`config.mk`:
```
export PLATFORM = sky130hd
export DESIGN_NAME = noc_eject_buffer_flat
export DESIGN_NICKNAME = d
export VERILOG_FILES = /design/src/rtl/noc_eject_buffer_if.sv /design/src/rtl/noc_eject_buffer.sv /design/src/flat_wrapper.sv
export SDC_FILE = /design/constraint.sdc
export NUM_CORES = 1
export LEC_CHECK = 0
export BUFFER_PORTS_ARGS = -buffer_cell sky130_fd_sc_hd__buf_2
export CAP_MARGIN = 25
export CORE_AREA = 4 4 117 119
export DETAILED_ROUTE_END_ITERATION = 10
export DIE_AREA = 0 0 121 123
export PLACE_DENSITY = 0.77
export SLEW_MARGIN = 15
export SYNTH_ARGS = -nofsm -noshare
export SYNTH_HDL_FRONTEND = slang
export SYNTH_SLANG_ARGS = --single-unit
```
`constraint.sdc`:
```
create_clock -name clk_noc -period 6.2 [get_ports clk_noc]
set_input_delay 0.93 -clock clk_noc [delete_from_list [all_inputs] [get_ports clk_noc]]
set_output_delay 0.93 -clock clk_noc [all_outputs]
set_load 0.1 [all_outputs]
```
`src/rtl/noc_eject_buffer_if.sv`:
```
// Ejection link bundle: router send/credit side plus AXI-Stream side.
// The master view is the environment (router + consumer); the slave view is the eject buffer.
interface noc_eject_buffer_if #(
  parameter int TDATA_WIDTH = 64,
  parameter int TID_WIDTH   = 2,
  parameter int TDEST_WIDTH = 4,
  parameter int DEST_WIDTH  = TID_WIDTH + TDEST_WIDTH
);
  logic [TDATA_WIDTH-1:0] data_in;
  logic [DEST_WIDTH-1:0]  dest_in;
  logic                   is_tail_in;
  logic                   send_in;
  logic                   credit_out;

  logic                   axis_tvalid;
  logic                   axis_tready;
  logic [TDATA_WIDTH-1:0] axis_tdata;
  logic                   axis_tlast;
  logic [TID_WIDTH-1:0]   axis_tid;
  logic [TDEST_WIDTH-1:0] axis_tdest;

  modport master (
    output data_in, dest_in, is_tail_in, send_in, axis_tready,
    input  credit_out, axis_tvalid, axis_tdata, axis_tlast, axis_tid, axis_tdest
  );

  modport slave (
    input  data_in, dest_in, is_tail_in, send_in, axis_tready,
    output credit_out, axis_tvalid, axis_tdata, axis_tlast, axis_tid, axis_tdest
  );
endinterface

```
`src/rtl/noc_eject_buffer.sv`:
```
// NoC ejection buffer: flit FIFO feeding an AXI-Stream master, one credit per popped flit,
// delivered-packet counter and sticky overflow / framing error flags.
module noc_eject_buffer #(
  parameter int TDATA_WIDTH   = 64,
  parameter int TID_WIDTH     = 2,
  parameter int TDEST_WIDTH   = 4,
  parameter int DEST_WIDTH    = TID_WIDTH + TDEST_WIDTH,
  parameter int BUFFER_DEPTH  = 2,
  parameter int PKT_CNT_WIDTH = 16
) (
  input  logic                     clk_noc,
  input  logic                     rst_noc_sync,
  noc_eject_buffer_if.slave        bus,
  output logic [PKT_CNT_WIDTH-1:0] pkt_count,
  output logic                     overflow_err,
  output logic                     frame_err
);

  localparam int PTR_W = (BUFFER_DEPTH > 1) ? $clog2(BUFFER_DEPTH) : 1;
  localparam int OCC_W = $clog2(BUFFER_DEPTH + 1);
  localparam logic [OCC_W-1:0] DEPTH_OCC = OCC_W'(BUFFER_DEPTH);

  typedef enum logic [0:0] {
    IDLE   = 1'b0,
    IN_PKT = 1'b1
  } frame_state_e;

  logic [TDATA_WIDTH-1:0] data_mem [BUFFER_DEPTH];
  logic [DEST_WIDTH-1:0]  dest_mem [BUFFER_DEPTH];
  logic                   tail_mem [BUFFER_DEPTH];

  logic [PTR_W-1:0]         wr_ptr_q, rd_ptr_q;
  logic [OCC_W-1:0]         occ_q, occ_d;
  logic                     credit_q;
  logic [PKT_CNT_WIDTH-1:0] pkt_count_q;
  logic                     overflow_q, frame_err_q;
  frame_state_e             state_q, state_d;
  logic [DEST_WIDTH-1:0]    pkt_dest_q, pkt_dest_d;

  logic push, pop, drop, dest_mismatch;

  // A full buffer still accepts a flit when the head leaves in the same cycle.
  assign pop  = (occ_q != '0) && bus.axis_tready;
  assign push = bus.send_in && ((occ_q != DEPTH_OCC) || pop);
  assign drop = bus.send_in && !push;

  always_comb begin
    occ_d = occ_q;
    if (push && !pop)      occ_d = occ_q + OCC_W'(1);
    else if (pop && !push) occ_d = occ_q - OCC_W'(1);
  end

  always_ff @(posedge clk_noc) begin
    if (push) begin
      data_mem[wr_ptr_q] <= bus.data_in;
      dest_mem[wr_ptr_q] <= bus.dest_in;
      tail_mem[wr_ptr_q] <= bus.is_tail_in;
    end
  end

  always_ff @(posedge clk_noc) begin
    if (rst_noc_sync) begin
      wr_ptr_q    <= '0;
      rd_ptr_q    <= '0;
      occ_q       <= '0;
      credit_q    <= 1'b0;
      pkt_count_q <= '0;
      overflow_q  <= 1'b0;
      frame_err_q <= 1'b0;
    end else begin
      if (push) wr_ptr_q <= wr_ptr_q + PTR_W'(1);
      if (pop)  rd_ptr_q <= rd_ptr_q + PTR_W'(1);
      occ_q    <= occ_d;
      credit_q <= pop;
      if (pop && tail_mem[rd_ptr_q]) pkt_count_q <= pkt_count_q + PKT_CNT_WIDTH'(1);
      if (drop)          overflow_q  <= 1'b1;
      if (dest_mismatch) frame_err_q <= 1'b1;
    end
  end

  // Framing FSM, observes accepted flits only (dropped flits are invisible to it)
  // state  | meaning
  // IDLE   | between packets; next accepted flit starts a packet
  // IN_PKT | head accepted, waiting for tail; dest must match the latched one
  always_ff @(posedge clk_noc) begin
    if (rst_noc_sync) begin
      state_q    <= IDLE;
      pkt_dest_q <= '0;
    end else begin
      state_q    <= state_d;
      pkt_dest_q <= pkt_dest_d;
    end
  end

  always_comb begin
    state_d       = state_q;
    pkt_dest_d    = pkt_dest_q;
    dest_mismatch = 1'b0;
    case (state_q)
      IDLE: begin
        if (push && !bus.is_tail_in) begin
          state_d    = IN_PKT;
          pkt_dest_d = bus.dest_in;
        end
      end
      IN_PKT: begin
        if (push) begin
          dest_mismatch = (bus.dest_in != pkt_dest_q);
          if (bus.is_tail_in) state_d = IDLE;
        end
      end
      default: state_d = IDLE;
    endcase
  end

  assign bus.axis_tvalid = (occ_q != '0);
  assign bus.axis_tdata  = data_mem[rd_ptr_q];
  assign bus.axis_tlast  = tail_mem[rd_ptr_q];
  assign bus.axis_tid    = dest_mem[rd_ptr_q][DEST_WIDTH-1:TDEST_WIDTH];
  assign bus.axis_tdest  = dest_mem[rd_ptr_q][TDEST_WIDTH-1:0];
  assign bus.credit_out  = credit_q;

  assign pkt_count    = pkt_count_q;
  assign overflow_err = overflow_q;
  assign frame_err    = frame_err_q;

endmodule

```
`src/flat_wrapper.sv`:
```
// flat-port wrapper written by rule: the top's interface ports become plain ports
module noc_eject_buffer_flat 
#(
  parameter int TDATA_WIDTH   = 64,
  parameter int TID_WIDTH     = 2,
  parameter int TDEST_WIDTH   = 4,
  parameter int DEST_WIDTH    = TID_WIDTH + TDEST_WIDTH,
  parameter int BUFFER_DEPTH  = 2,
  parameter int PKT_CNT_WIDTH = 16
)
  (clk_noc, rst_noc_sync, pkt_count, overflow_err, frame_err, bus_data_in, bus_dest_in, bus_is_tail_in, bus_send_in, bus_axis_tready, bus_credit_out, bus_axis_tvalid, bus_axis_tdata, bus_axis_tlast, bus_axis_tid, bus_axis_tdest);
  noc_eject_buffer_if #(.TDATA_WIDTH(TDATA_WIDTH), .TID_WIDTH(TID_WIDTH), .TDEST_WIDTH(TDEST_WIDTH), .DEST_WIDTH(DEST_WIDTH)) bus_i ();
  input  logic clk_noc;
  input  logic rst_noc_sync;
  output logic [PKT_CNT_WIDTH-1:0] pkt_count;
  output logic overflow_err;
  output logic frame_err;
  input wire logic [$bits(bus_i.data_in)-1:0] bus_data_in;
  input wire logic [$bits(bus_i.dest_in)-1:0] bus_dest_in;
  input wire logic [$bits(bus_i.is_tail_in)-1:0] bus_is_tail_in;
  input wire logic [$bits(bus_i.send_in)-1:0] bus_send_in;
  input wire logic [$bits(bus_i.axis_tready)-1:0] bus_axis_tready;
  output wire logic [$bits(bus_i.credit_out)-1:0] bus_credit_out;
  output wire logic [$bits(bus_i.axis_tvalid)-1:0] bus_axis_tvalid;
  output wire logic [$bits(bus_i.axis_tdata)-1:0] bus_axis_tdata;
  output wire logic [$bits(bus_i.axis_tlast)-1:0] bus_axis_tlast;
  output wire logic [$bits(bus_i.axis_tid)-1:0] bus_axis_tid;
  output wire logic [$bits(bus_i.axis_tdest)-1:0] bus_axis_tdest;
  assign bus_i.data_in = bus_data_in;
  assign bus_i.dest_in = bus_dest_in;
  assign bus_i.is_tail_in = bus_is_tail_in;
  assign bus_i.send_in = bus_send_in;
  assign bus_i.axis_tready = bus_axis_tready;
  assign bus_credit_out = bus_i.credit_out;
  assign bus_axis_tvalid = bus_i.axis_tvalid;
  assign bus_axis_tdata = bus_i.axis_tdata;
  assign bus_axis_tlast = bus_i.axis_tlast;
  assign bus_axis_tid = bus_i.axis_tid;
  assign bus_axis_tdest = bus_i.axis_tdest;
  noc_eject_buffer #(.TDATA_WIDTH(TDATA_WIDTH), .TID_WIDTH(TID_WIDTH), .TDEST_WIDTH(TDEST_WIDTH), .DEST_WIDTH(DEST_WIDTH), .BUFFER_DEPTH(BUFFER_DEPTH), .PKT_CNT_WIDTH(PKT_CNT_WIDTH)) u_core (.clk_noc(clk_noc), .rst_noc_sync(rst_noc_sync), .bus(bus_i), .pkt_count(pkt_count), .overflow_err(overflow_err), .frame_err(frame_err));
endmodule
```
# Word level (Yosys, flattened, before mapping)
# Memory sizes are Yosys's and may differ from the RTL's. A register that Yosys moved wholly into a read port is not among the register bits.
# Cells that the tools add are included.
dict set report totals {
  reg_bits 30
  input_bits 75
  out_inout_bits 91
  ram_bits 142
  elab_cells 50
  memories 3
}
# memory depth word_bits rd rd_clocked_by_memory_dff write_ports line_no
set mem_list {}
lappend mem_list {u_core.data_mem 2 64 1 1 1 noc_eject_buffer.sv:28} ;# logic [TDATA_WIDTH-1:0] data_mem [BUFFER_DEPTH];
lappend mem_list {u_core.dest_mem 2 6 1 1 1 noc_eject_buffer.sv:29} ;# logic [DEST_WIDTH-1:0] dest_mem [BUFFER_DEPTH];
lappend mem_list {u_core.tail_mem 2 1 1 1 1 noc_eject_buffer.sv:30} ;# logic tail_mem [BUFFER_DEPTH];
dict set report classes {
  eq_ne 2
  add_sub_neg 5
  n_bitwise 1
  muxes 16
  n_reduce_logical 14
}
# cell n
set op_table {}
lappend op_table {{$add A16 B1 Y16 const B} 1}
lappend op_table {{$mux W1} 13}
lappend op_table {{$logic_and A1 B1 Y1} 7}
lappend op_table {{$ne A6 B6 Y1} 1}
lappend op_table {{$mux W2} 2}
lappend op_table {{$reduce_bool A2 Y1} 2}
lappend op_table {{$logic_not A1 Y1} 3}
lappend op_table {{$add A1 B1 Y1 const B} 2}
lappend op_table {{$add A2 B1 Y2 const B} 1}
lappend op_table {{$ne A2 B2 Y1 const B} 1}
lappend op_table {{$pmux W1 S2} 1}
lappend op_table {{$reduce_and A2 Y1} 1}
lappend op_table {{$sub A2 B1 Y2 const B} 1}
lappend op_table {{$logic_or A1 B1 Y1} 1}
lappend op_table {{$not A1 Y1} 1}

# Depth between registers and ports, before layout
dict set report depth {
  ltp_word 8
  mapped_depth 7
}

# Worst setup path after synthesis
# Ideal clock, no wire load.
dict set report synth_path {
  path_type {in2reg}
  start {input bus_axis_tready}
  end {memory u_core.data_mem[0][0], enable pin}
  arrival_time_ns 4.493
  slack_ns 1.198
  cell_stages 4
  n_path_buf 1
  t_required_ns 5.691
  path_cell_list {nor3b_1 nor2b_1 clkbuf_1 nor2b_1}
}
dict set report synth_between {
  elab_chain_len 5
}
# element line_no
set synth_rtl {}
lappend synth_rtl {{from (decl)} flat_wrapper.sv:22} ;# input wire logic [$bits(bus_i.axis_tready)-1:0] bus_axis_tready;
lappend synth_rtl {{$logic_and A1 B1 Y1} noc_eject_buffer.sv:43} ;# assign pop = (occ_q != '0) && bus.axis_tready;
lappend synth_rtl {{$logic_or A1 B1 Y1} noc_eject_buffer.sv:44} ;# assign push = bus.send_in && ((occ_q != DEPTH_OCC) || pop);
lappend synth_rtl {{$logic_and A1 B1 Y1} noc_eject_buffer.sv:44}
lappend synth_rtl {{$mux W1} noc_eject_buffer.sv:54} ;# if (push) begin
lappend synth_rtl {{$mux W1 (implied by the code)} noc_eject_buffer.sv:55} ;# data_mem[wr_ptr_q] <= bus.data_in;
lappend synth_rtl {{to (decl)} noc_eject_buffer.sv:28}
# No other way between the ends.

==> run summary <==
outcome: finished clean
synth top area cells: edfxtp_1 66%, mux2_2 12%, dfxtp_1 9.6%
Post-synth ARST share: 0
final wirelength: 12.05 mm
DR iter-0 viols: 230
total power per unit cell area: 523.1 nW/µm²
worst-path maximum fanout: 71
Rel. slew slack: 0.3571
setup violators final: 0
Hold Path Class: reg2reg
final period utilization: 0.5194
Site Rows: 41
final instance area: 8149 µm²
vias in the first global route: 3,663
worst-margin pin slew: 0.9644 ns
Clock Path Buffers: 2
EDFF count, synth: 142
Total GRT Usage: 0.1635
RSZ-0062 raised after global routing: false
final weighted congestion of routability-driven global placement: 0.7821
CTS tree: yes
Max-cap violations: 0
antenna violations before repair: 1
sequential-to-total area share from yosys stat: 0.7575
post-CTS sizing: 0
multi-input logic area: 1485 µm²
Setup Buffers After CTS: 0
routed length per instance: 16.46 µm
Yosys top cell by area: edfxtp_1
Placed Area: 7452 µm²
TritonCTS buffer count: 17
root buffer cell: clkbuf_16
mapped cell area: 6449 µm²
crit path to: bus_axis_tlast
layout cell share with drive strength beyond 1: 0.4884
crit path launch type: register
Reg area: 4888 µm²
Net Count, Synth: 452
P&R area growth vs syn: 26.37%
Period minus WS final: 3.220 ns
Routed Antenna Nets: 0
GRT Residual Overflow: 0
Critical Path RT: 5.27 ns
setup_tns: 0 ns
# fillers: 901
cells on worst reg2reg path: 4
Clock Pin Slew Worst Setup and Hold Paths: 0.06 ns
clock latency on the worst-skew pair: 0.42 ns
Post-route DRC: 0
Worst VDD drop: 0.0003651 V
effective utilization at floorplan: 0.5131
Static Leak: 3.088 nW
Synth Instances: 375
Syn Area/Cell: 17.20 µm²
largest net degree at the start of global routing: 72
Data arrival, critical path: 2.29 ns
Core Area: 12,570 µm²
hold path startpoint: u_core.overflow_err
Netlist cell types: 32
#FFs+latches synth: 173
hpwl dp: 7.891 mm
Die ar.: 14,880 µm²
post-synth top area share: 0.6612
Yosys warning count: 0
Hold WS: 0.4681 ns
cts hold-fix bufs: 0
count leader, synth: edfxtp_1
port buffer count: 165
# H-tree levels: 4
Fmax: 0.3105 GHz
Slew Viols, Final: 0
Hold Vio Cnt, Final: 0
prevailing post-synth register cell: edfxtp_1
Crit Path Category: reg2out
vias per cell: 5.098
Vias: 3,732
CP endpoint kind: primary output
DRT Pass-1 Iters: 4
Fin Clk Skew: 0.01069 ns
clock sink count: 173
Die H: 123 µm
IO Pins: 166
flop2flop setup slack: 3.49 ns
fin nets: 623
r2r endpoint: u_core.pkt_count[15]
die width: 121 µm
Synth top cells by count: 142 x edfxtp_1, 70 x mux2_2, 31 x dfxtp_1
first-pass GRT wire length: 18.45 mm
## through the flow
stage	std cells	util	power, mW	setup WS, ns
6_report	732	0.6484	4.263	2.980
5_1_grt	731	0.6482	4.406	2.759
4_1_cts	730	0.6466	4.290	2.906
3_5_place_dp	698	0.5929	3.100	2.771
3_3_place_gp	698	0.5929	3.082	2.855
2_1_floorplan	375	-	2.869	1.198
## worst min-delay path by stage
stage               depth (start not counted)             endpoint  slack [ns]
finish                                      2  u_core.overflow_err        0.47
CTS                                         2  u_core.overflow_err        0.47
global route                                2     u_core.frame_err        0.51
detailed placement                          2  u_core.overflow_err        0.46
floorplan                                   2     u_core.frame_err        0.47
global placement                            2  u_core.overflow_err        0.46
## routing by layer
metal	wire (µm)	vias up	global-route usage
li1	-	1773	-
met1	5111	1797	0.2013
met3	956	22	0.05627
met5	7	-	0
met4	191	2	0.06799
met2	5778	138	0.2657
## layout by cell type, fill, tap and decap left out, types with 2 or more instances in the layout
cell         n
a21oi_1     12
buf_2      165
buf_4        2
bufinv_16    7
clkbuf_16   17
clkinv_1     3
clkinv_2     3
dfxtp_1     30
edfxtp_1   142
ha_1         2
inv_1        6
mux2_2      70
mux2i_1      6
nand2_1      4
nand3_1      6
nand4_1      3
nor2_1      20
nor3_1       3
nor3b_1      2
o21ai_0     11
or3_1        9
or4_1        3
xnor2_1     11
xor2_1       5
## state kept, by name, summed over array words and instances (netlist names), named ones only
| register | flops |
|---|---|
| u_core.pkt_dest_q | 6 |
| u_core.bus.credit_out | 1 |
| u_core.frame_err | 1 |
| u_core.wr_ptr_q | 1 |
| u_core.pkt_count | 16 |
| u_core.overflow_err | 1 |
| u_core.dest_mem | 12 |
| u_core.data_mem | 128 |
| u_core.rd_ptr_q | 1 |
| u_core.occ_q | 2 |
| u_core.tail_mem | 2 |
## logic make-up (layout without fill, tap and decap cells)
group                    Yosys count  in the layout  share of synthesized area
multiplexers                      77             77                     0.1337
AO/OA/AOI/OAI                     26             26                    0.02115
buffers and inverters             22            206                    0.01378
AND/OR/NAND/NOR                   59             59                    0.04831
adder cells (fa/ha/maj)            2              2                   0.003880
XOR/XNOR                          16             16                    0.02173
flip-flops                       173            173                     0.7575
other                              0              1                          0
## worst max-delay path: stages (launching register included)
cell	delay [ns]
dfxtp_4	0.96
mux2i_2	0.53
inv_1	0.07
buf_2	0.30
## layout make-up
type | instances | area share
multi-input combinational | 180 | 0.1823
inverter | 6 | 0.002764
sequential | 173 | 0.5999
timing repair buffer | 168 | 0.1056
clock inverter | 15 | 0.03055
clock buffer | 17 | 0.05220
tap | 172 | 0.02641
antenna | 1 | 0.0003071
## power breakdown
part	leakage [nW]	internal (mW)	switching (mW)
clock network	0.325	0.788	0.404
logic	1.18	0.298	1.27
registers	1.58	1.40	0.0984
Power figures use the tool's default switching activity.
